`config.mk`:
```
export PLATFORM = sky130hd
export DESIGN_NAME = bus_move_ctrl_flat
export DESIGN_NICKNAME = d
export VERILOG_FILES = /design/src/rtl/bus_move_ctrl_if.sv /design/src/rtl/bus_move_ctrl.sv /design/src/flat_wrapper.sv
export SDC_FILE = /design/constraint.sdc
export NUM_CORES = 1
export LEC_CHECK = 0
export BUFFER_PORTS_ARGS = -buffer_cell sky130_fd_sc_hd__buf_4
export CORE_UTILIZATION = 45
export CTS_CLUSTER_SIZE = 25
export DETAILED_ROUTE_END_ITERATION = 16
export MAX_ROUTING_LAYER = met4
export PLACE_DENSITY = 0.71
export SYNTH_ARGS = -nofsm -noshare
export SYNTH_HDL_FRONTEND = slang
export SYNTH_SLANG_ARGS = --single-unit
```
`constraint.sdc`:
```
create_clock -name clk -period 2.4 [get_ports clk]
set_input_delay 0.6 -clock clk [delete_from_list [all_inputs] [get_ports clk]]
set_output_delay 0.6 -clock clk [all_outputs]
set_load 0.05 [all_outputs]
```
`src/rtl/bus_move_ctrl_if.sv`:
```
`default_nettype none
// ============================================================================
// Module   : bus_move_ctrl_if
// Purpose  : Request and bus-strobe bundle between decoder, bus_move_ctrl and
//            the register bank.
// Revision : 1.0  initial release
// ============================================================================
interface bus_move_ctrl_if #(
   parameter int NUM_REGS = 8,
   parameter int SEL_W    = 3
) ();
   logic                req;
   logic                src_imm;
   logic [SEL_W-1:0]    src;
   logic [SEL_W-1:0]    dst;
   logic [7:0]          imm;
   logic                ready;
   logic                done;
   logic                err;
   logic [NUM_REGS-1:0] enable;
   logic [NUM_REGS-1:0] write;
   logic [7:0]          bus_out;
   logic                bus_oe;
   logic [7:0]          bus_in;
   logic [7:0]          last_data;

   // Controller side.
   modport slave (
      input  req, src_imm, src, dst, imm, bus_in,
      output ready, done, err, enable, write, bus_out, bus_oe, last_data
   );

   // Decoder / bus-fabric side.
   modport master (
      output req, src_imm, src, dst, imm, bus_in,
      input  ready, done, err, enable, write, bus_out, bus_oe, last_data
   );
endinterface
`default_nettype wire

```
`src/rtl/bus_move_ctrl.sv`:
```
`default_nettype none
// ============================================================================
// Module   : bus_move_ctrl
// Purpose  : Shared 8-bit bus transfer initiator: one request moves a register
//            or immediate into a register with a single write strobe.
// Options  : BUS_MOVE_CTRL_VERIFY_EN adds a destination readback cycle.
// Revision : 1.0  initial release
// ============================================================================
module bus_move_ctrl #(
   parameter int NUM_REGS = 8,
   parameter int SEL_W    = 3
) (
   input  wire logic          clk,
   input  wire logic          reset,
   bus_move_ctrl_if.slave     bif
);

   typedef enum logic [2:0] {
      S_IDLE   = 3'd0,
      S_DRIVE  = 3'd1,
      S_LATCH  = 3'd2,
      S_VERIFY = 3'd3,
      S_DONE   = 3'd4,
      S_FAIL   = 3'd5
   } state_t;

   localparam logic [NUM_REGS-1:0] c_ONE_HOT_LSB = {{(NUM_REGS-1){1'b0}}, 1'b1};

   state_t              r_state;
   logic                r_src_imm;
   logic [SEL_W-1:0]    r_src;
   logic [SEL_W-1:0]    r_dst;
   logic [7:0]          r_imm;
   logic                r_ready;
   logic                r_done;
   logic                r_err;
   logic [NUM_REGS-1:0] r_enable;
   logic [NUM_REGS-1:0] r_write;
   logic [7:0]          r_bus_out;
   logic                r_bus_oe;
   logic [7:0]          r_last_data;

   state_t              w_next;
   logic                w_accept;
   logic                w_illegal;
   logic                w_src_imm;
   logic [SEL_W-1:0]    w_src;
   logic [SEL_W-1:0]    w_dst;
   logic [7:0]          w_imm;
   logic                w_vfy_mismatch;
   logic                w_ready;
   logic                w_done;
   logic                w_err;
   logic [NUM_REGS-1:0] w_enable;
   logic [NUM_REGS-1:0] w_write;
   logic [7:0]          w_bus_out;
   logic                w_bus_oe;

   assign w_accept = (r_state == S_IDLE) && bif.req;

   // Outputs are decoded from the next state, so on the accept edge the
   // request fields come straight from the inputs rather than the latches.
   assign w_src_imm = (r_state == S_IDLE) ? bif.src_imm : r_src_imm;
   assign w_src     = (r_state == S_IDLE) ? bif.src     : r_src;
   assign w_dst     = (r_state == S_IDLE) ? bif.dst     : r_dst;
   assign w_imm     = (r_state == S_IDLE) ? bif.imm     : r_imm;

   assign w_illegal = (!bif.src_imm && (bif.src == bif.dst))
                   || (!bif.src_imm && (32'(bif.src) >= NUM_REGS))
                   || (32'(bif.dst) >= NUM_REGS);

   always_comb begin
      w_next         = r_state;
      w_vfy_mismatch = 1'b0;
      case (r_state)
         S_IDLE:   if (bif.req) w_next = w_illegal ? S_FAIL : S_DRIVE;
         S_DRIVE:  w_next = S_LATCH;
`ifdef BUS_MOVE_CTRL_VERIFY_EN
         S_LATCH:  w_next = S_VERIFY;
`else
         S_LATCH:  w_next = S_DONE;
`endif
         S_VERIFY: begin
            w_next         = S_DONE;
            w_vfy_mismatch = (bif.bus_in != r_last_data);
         end
         S_DONE:   w_next = S_IDLE;
         S_FAIL:   w_next = S_IDLE;
         default:  w_next = S_IDLE;
      endcase
   end

   always_comb begin
      w_ready   = 1'b0;
      w_done    = 1'b0;
      w_err     = 1'b0;
      w_enable  = '0;
      w_write   = '0;
      w_bus_out = 8'h00;
      w_bus_oe  = 1'b0;
      case (w_next)
         S_IDLE:   w_ready = 1'b1;
         S_DRIVE, S_LATCH: begin
            // Exactly one bus driver: the immediate port or one register.
            if (w_src_imm) begin
               w_bus_oe  = 1'b1;
               w_bus_out = w_imm;
            end else begin
               w_enable  = c_ONE_HOT_LSB << w_src;
            end
            if (w_next == S_LATCH) w_write = c_ONE_HOT_LSB << w_dst;
         end
         S_VERIFY: w_enable = c_ONE_HOT_LSB << w_dst;
         S_DONE: begin
            w_done = 1'b1;
            w_err  = w_vfy_mismatch;
         end
         S_FAIL: begin
            w_done = 1'b1;
            w_err  = 1'b1;
         end
         default:  w_ready = 1'b0;
      endcase
   end

   always_ff @(posedge clk) begin
      if (reset) begin
         r_state     <= S_IDLE;
         r_src_imm   <= 1'b0;
         r_src       <= '0;
         r_dst       <= '0;
         r_imm       <= 8'h00;
         r_ready     <= 1'b1;
         r_done      <= 1'b0;
         r_err       <= 1'b0;
         r_enable    <= '0;
         r_write     <= '0;
         r_bus_out   <= 8'h00;
         r_bus_oe    <= 1'b0;
         r_last_data <= 8'h00;
      end else begin
         r_state   <= w_next;
         r_ready   <= w_ready;
         r_done    <= w_done;
         r_err     <= w_err;
         r_enable  <= w_enable;
         r_write   <= w_write;
         r_bus_out <= w_bus_out;
         r_bus_oe  <= w_bus_oe;
         if (w_accept) begin
            r_src_imm <= bif.src_imm;
            r_src     <= bif.src;
            r_dst     <= bif.dst;
            r_imm     <= bif.imm;
         end
         // Captured on the same edge the destination register loads.
         if (r_state == S_LATCH) r_last_data <= bif.bus_in;
      end
   end

   assign bif.ready     = r_ready;
   assign bif.done      = r_done;
   assign bif.err       = r_err;
   assign bif.enable    = r_enable;
   assign bif.write     = r_write;
   assign bif.bus_out   = r_bus_out;
   assign bif.bus_oe    = r_bus_oe;
   assign bif.last_data = r_last_data;

endmodule
`default_nettype wire

```
`src/flat_wrapper.sv`:
```
// flat-port wrapper written by rule: the top's interface ports become plain ports
module bus_move_ctrl_flat 
#(
   parameter int NUM_REGS = 8,
   parameter int SEL_W    = 3
)
  (clk, reset, bif_req, bif_src_imm, bif_src, bif_dst, bif_imm, bif_bus_in, bif_ready, bif_done, bif_err, bif_enable, bif_write, bif_bus_out, bif_bus_oe, bif_last_data);
  bus_move_ctrl_if #(.NUM_REGS(NUM_REGS), .SEL_W(SEL_W)) bif_i ();
  input  wire logic clk;
  input  wire logic reset;
  input wire logic [$bits(bif_i.req)-1:0] bif_req;
  input wire logic [$bits(bif_i.src_imm)-1:0] bif_src_imm;
  input wire logic [$bits(bif_i.src)-1:0] bif_src;
  input wire logic [$bits(bif_i.dst)-1:0] bif_dst;
  input wire logic [$bits(bif_i.imm)-1:0] bif_imm;
  input wire logic [$bits(bif_i.bus_in)-1:0] bif_bus_in;
  output wire logic [$bits(bif_i.ready)-1:0] bif_ready;
  output wire logic [$bits(bif_i.done)-1:0] bif_done;
  output wire logic [$bits(bif_i.err)-1:0] bif_err;
  output wire logic [$bits(bif_i.enable)-1:0] bif_enable;
  output wire logic [$bits(bif_i.write)-1:0] bif_write;
  output wire logic [$bits(bif_i.bus_out)-1:0] bif_bus_out;
  output wire logic [$bits(bif_i.bus_oe)-1:0] bif_bus_oe;
  output wire logic [$bits(bif_i.last_data)-1:0] bif_last_data;
  assign bif_i.req = bif_req;
  assign bif_i.src_imm = bif_src_imm;
  assign bif_i.src = bif_src;
  assign bif_i.dst = bif_dst;
  assign bif_i.imm = bif_imm;
  assign bif_i.bus_in = bif_bus_in;
  assign bif_ready = bif_i.ready;
  assign bif_done = bif_i.done;
  assign bif_err = bif_i.err;
  assign bif_enable = bif_i.enable;
  assign bif_write = bif_i.write;
  assign bif_bus_out = bif_i.bus_out;
  assign bif_bus_oe = bif_i.bus_oe;
  assign bif_last_data = bif_i.last_data;
  bus_move_ctrl #(.NUM_REGS(NUM_REGS), .SEL_W(SEL_W)) u_core (.clk(clk), .reset(reset), .bif(bif_i));
endmodule
```
==> flow_summary.json <==
{
  "maxSlewHeadroom_pct": 62.8,
  "gp_congestion": 0.753,
  "rsz0062_at_grt": "no",
  "tightest_slew_ps": 558,
  "r2r-end": "u_core.r_src[2]",
  "clockBufferDepth": 2,
  "path_class": "flop to flop",
  "antenna_found_initial": 0,
  "hold_buffers": 0,
  "worst_path_largest_cell_delay_ps": 510,
  "startpoint": "u_core.r_state[1]",
  "netlist_area_sq_um": 2090,
  "path_clk_slew_ps": 90,
  "drive_gt1_share_pct": 27.4,
  "synth-async-reset-ratio_pct": 0,
  "yosysWarnings": 0,
  "layout-area-overhead-vs-synth_pct": 26.4,
  "path_cells": "nor3_4 -> buf_4 -> and2_1 -> nand2_1 -> a21oi_1",
  "dieWidth_um": 70.2,
  "hold_viol": 0,
  "postCtsSetupRepairBufs": 0,
  "dieArea_sq_um": 4930,
  "end_kind": "flop",
  "synth_cells": 229,
  "status": "finished, final reports clean",
  "cpMaxStageDelayCell": "and2_1",
  "ys_types": 34,
  "setup_tns_ps": 0,
  "wl_met2_um": 2040,
  "cts_max_level": 2,
  "rows": 24,
  "setup_viol": 0,
  "post-route-period-util_pct": 74.7,
  "multi_input_area_sq_um": 925,
  "firstDrtPassIters": 4,
  "grt_start_max_net_pins": 28,
  "synth_seq_cells": 54,
  "wl_per_cell_um": 12.3,
  "nNetsFinal": 313,
  "worst_ep_required_time_ps": 2630,
  "clock_latency_ps": 300,
  "core-area_sq_um": 4410,
  "wl_met3_um": 215,
  "die_h_um": 70.2,
  "maxSlewViolCount": 0,
  "synthFlopType": "dfxtp_1",
  "dp_hpwl_um": 2920,
  "synth_nets": 255,
  "p_leak_uw": 0.00115,
  "regToRegSetupSlack_ps": 610,
  "grt_pass1_wl_um": 7000,
  "holdWs_ps": 460,
  "diodes": 0,
  "viasPerCell": 5.00,
  "fin_skew_ps": 3.58,
  "period_minus_slack_ps": 1790,
  "pwr_density_cell_nw_per_um2": 668,
  "place_ws_ps": 573,
  "met1_length_um": 1870,
  "topRoutingLayerUsed": "met4",
  "start_util_pct": 47.4,
  "syn-mean-instance-area_sq_um": 9.14,
  "endpoint": "u_core.r_src[2]",
  "root_buffer": "clkbuf_8",
  "cp-start-kind": "flop",
  "r2r_start": "u_core.r_state[1]",
  "drt_iter0_markers": 78,
  "io_buffers": 61,
  "fill_cells": 417,
  "power.total_uw": 1770,
  "path_max_fanout": 19,
  "io_pins": 62,
  "grt_pass1_vias": 1572,
  "vdd_drop_max_v": 0.000374,
  "drcViolationCount": 0,
  "ant_nets": 0,
  "overflow": 0,
  "rr_worst_depth": 5,
  "yosysTopAreaCell": "dfxtp_1",
  "hp-class": "flop to flop",
  "synth_top_area_share_pct": 51.6,
  "ys_top_cells_by_area": "dfxtp_1 (52%), nand2_1 (9.3%), a21oi_1 (5.7%), mux2i_1 (5.7%), nor2_1 (3.8%)",
  "via_count": 1699,
  "grtUsageTotal_pct": 18.5,
  "worstPathArrival_ps": 2020,
  "numCtsBuffers": 5,
  "ys_seq_area_share_pct": 51.6,
  "cts_sinks": 54,
  "cap_violations": 0,
  "setup_ws_ps": 607,
  "fmax_mhz": 558,
  "cts_resized": 0,
  "synth-edff-count": 0,
  "regArea_sq_um": 1080,
  "cts_tree": "yes",
  "wirelength_um": 4180
}
[kinds of logic (layout without fill, tap and decap cells)]
kind of cell | Yosys count | count (layout) | synth area share [%]
AND/OR/NAND/NOR | 103 | 103 | 23.6
AO/OA/AOI/OAI | 33 | 33 | 9.68
buffers and inverters | 15 | 74 | 4.18
XOR/XNOR | 11 | 11 | 4.60
flip-flops | 54 | 54 | 51.6
multiplexers | 13 | 13 | 6.28
[worst max-delay path, delay by kind of cell (launching register included)]
| kind | cells | cell delay, ps |
|---|---|---|
| compound gates | 1 | 150 |
| buf+inv | 1 | 280 |
| flops | 1 | 420 |
| simple gates | 3 | 880 |
[per-stage QoR]
step	instances	cell area, sq um	util (%)
6_report	340	2650	59.9
5_1_grt	340	2650	59.9
4_1_cts	340	2650	59.9
3_5_place_dp	332	2550	57.9
3_3_place_gp	332	2550	57.9
2_1_floorplan	229	2090	-
[metal layers]
layer | GRT usage [%] | up-vias
met3 | 5.05 | 6
met1 | 22.2 | 771
li1 | - | 874
met2 | 30.3 | 48
met5 | - | -
met4 | 5.33 | 0
[worst min-delay path by stage]
| stage | from | endpoint | slack [ps] | cells after the start |
|---|---|---|---|---|
| after floorplan | u_core.r_src[0] | u_core.r_src[0] | 440 | 2 |
| after global placement | u_core.r_imm[7] | u_core.bif.bus_out[7] | 440 | 2 |
| after detailed placement | u_core.r_imm[7] | u_core.r_imm[7] | 450 | 2 |
| after CTS | u_core.r_imm[2] | u_core.bif.bus_out[2] | 450 | 2 |
| after global routing | u_core.r_imm[5] | u_core.r_imm[5] | 490 | 2 |
| final | u_core.r_imm[0] | u_core.bif.bus_out[0] | 460 | 2 |
[layout by cell type, fill, tap and decap left out, types with 6 or more instances in the layout]
| cell | count |
|---|---|
| buf_4 | 63 |
| a21oi_1 | 24 |
| nand2_1 | 52 |
| clkbuf_8 | 6 |
| dfxtp_1 | 54 |
| xor2_1 | 9 |
| nor3_1 | 9 |
| nor2_1 | 21 |
| mux2i_1 | 12 |
[power by group]
group | total [uW] | internal [uW] | switching [uW]
Clock | 506 | 233 | 273
Sequential | 956 | 932 | 23.8
Combinational | 307 | 113 | 194
[area by class of cell]
type / count / area share [%]
Clock buffer: 7 / 3.26
Timing Repair Buffer: 63 / 17.9
Sequential cell: 54 / 40.9
Inverter: 3 / 0.426
Clock inverter: 1 / 0.189
Tap cell: 52 / 2.46
Multi-Input combinational cell: 160 / 34.9
[cells in the mapped netlist (2+ instances only)]
cell / n
clkbuf_1: 4
nor3b_1: 3
xor2_1: 9
a31oi_1: 4
mux2i_1: 12
buf_2: 3
a21oi_1: 24
buf_6: 3
nor4_1: 2
nor3_1: 9
dfxtp_1: 54
xnor2_1: 2
inv_1: 3
nand2_1: 52
nor2_1: 21
nand2b_1: 4
nor4_2: 2
o21a_1: 2
[state kept, by name (all words and copies together), names as in the netlist]
| name | count |
|---|---|
| u_core.r_src_imm | 1 |
| u_core.bif.last_data | 8 |
| u_core.r_state | 3 |
| u_core.r_imm | 8 |
| u_core.bif.enable | 8 |
| u_core.r_src | 3 |
| u_core.r_dst | 3 |
| u_core.bif.done | 1 |
| u_core.bif.bus_oe | 1 |
| u_core.bif.write | 8 |
| u_core.bif.err | 1 |
| u_core.bif.bus_out | 8 |
| u_core.bif.ready | 1 |
Power figures use the tool's default switching activity.
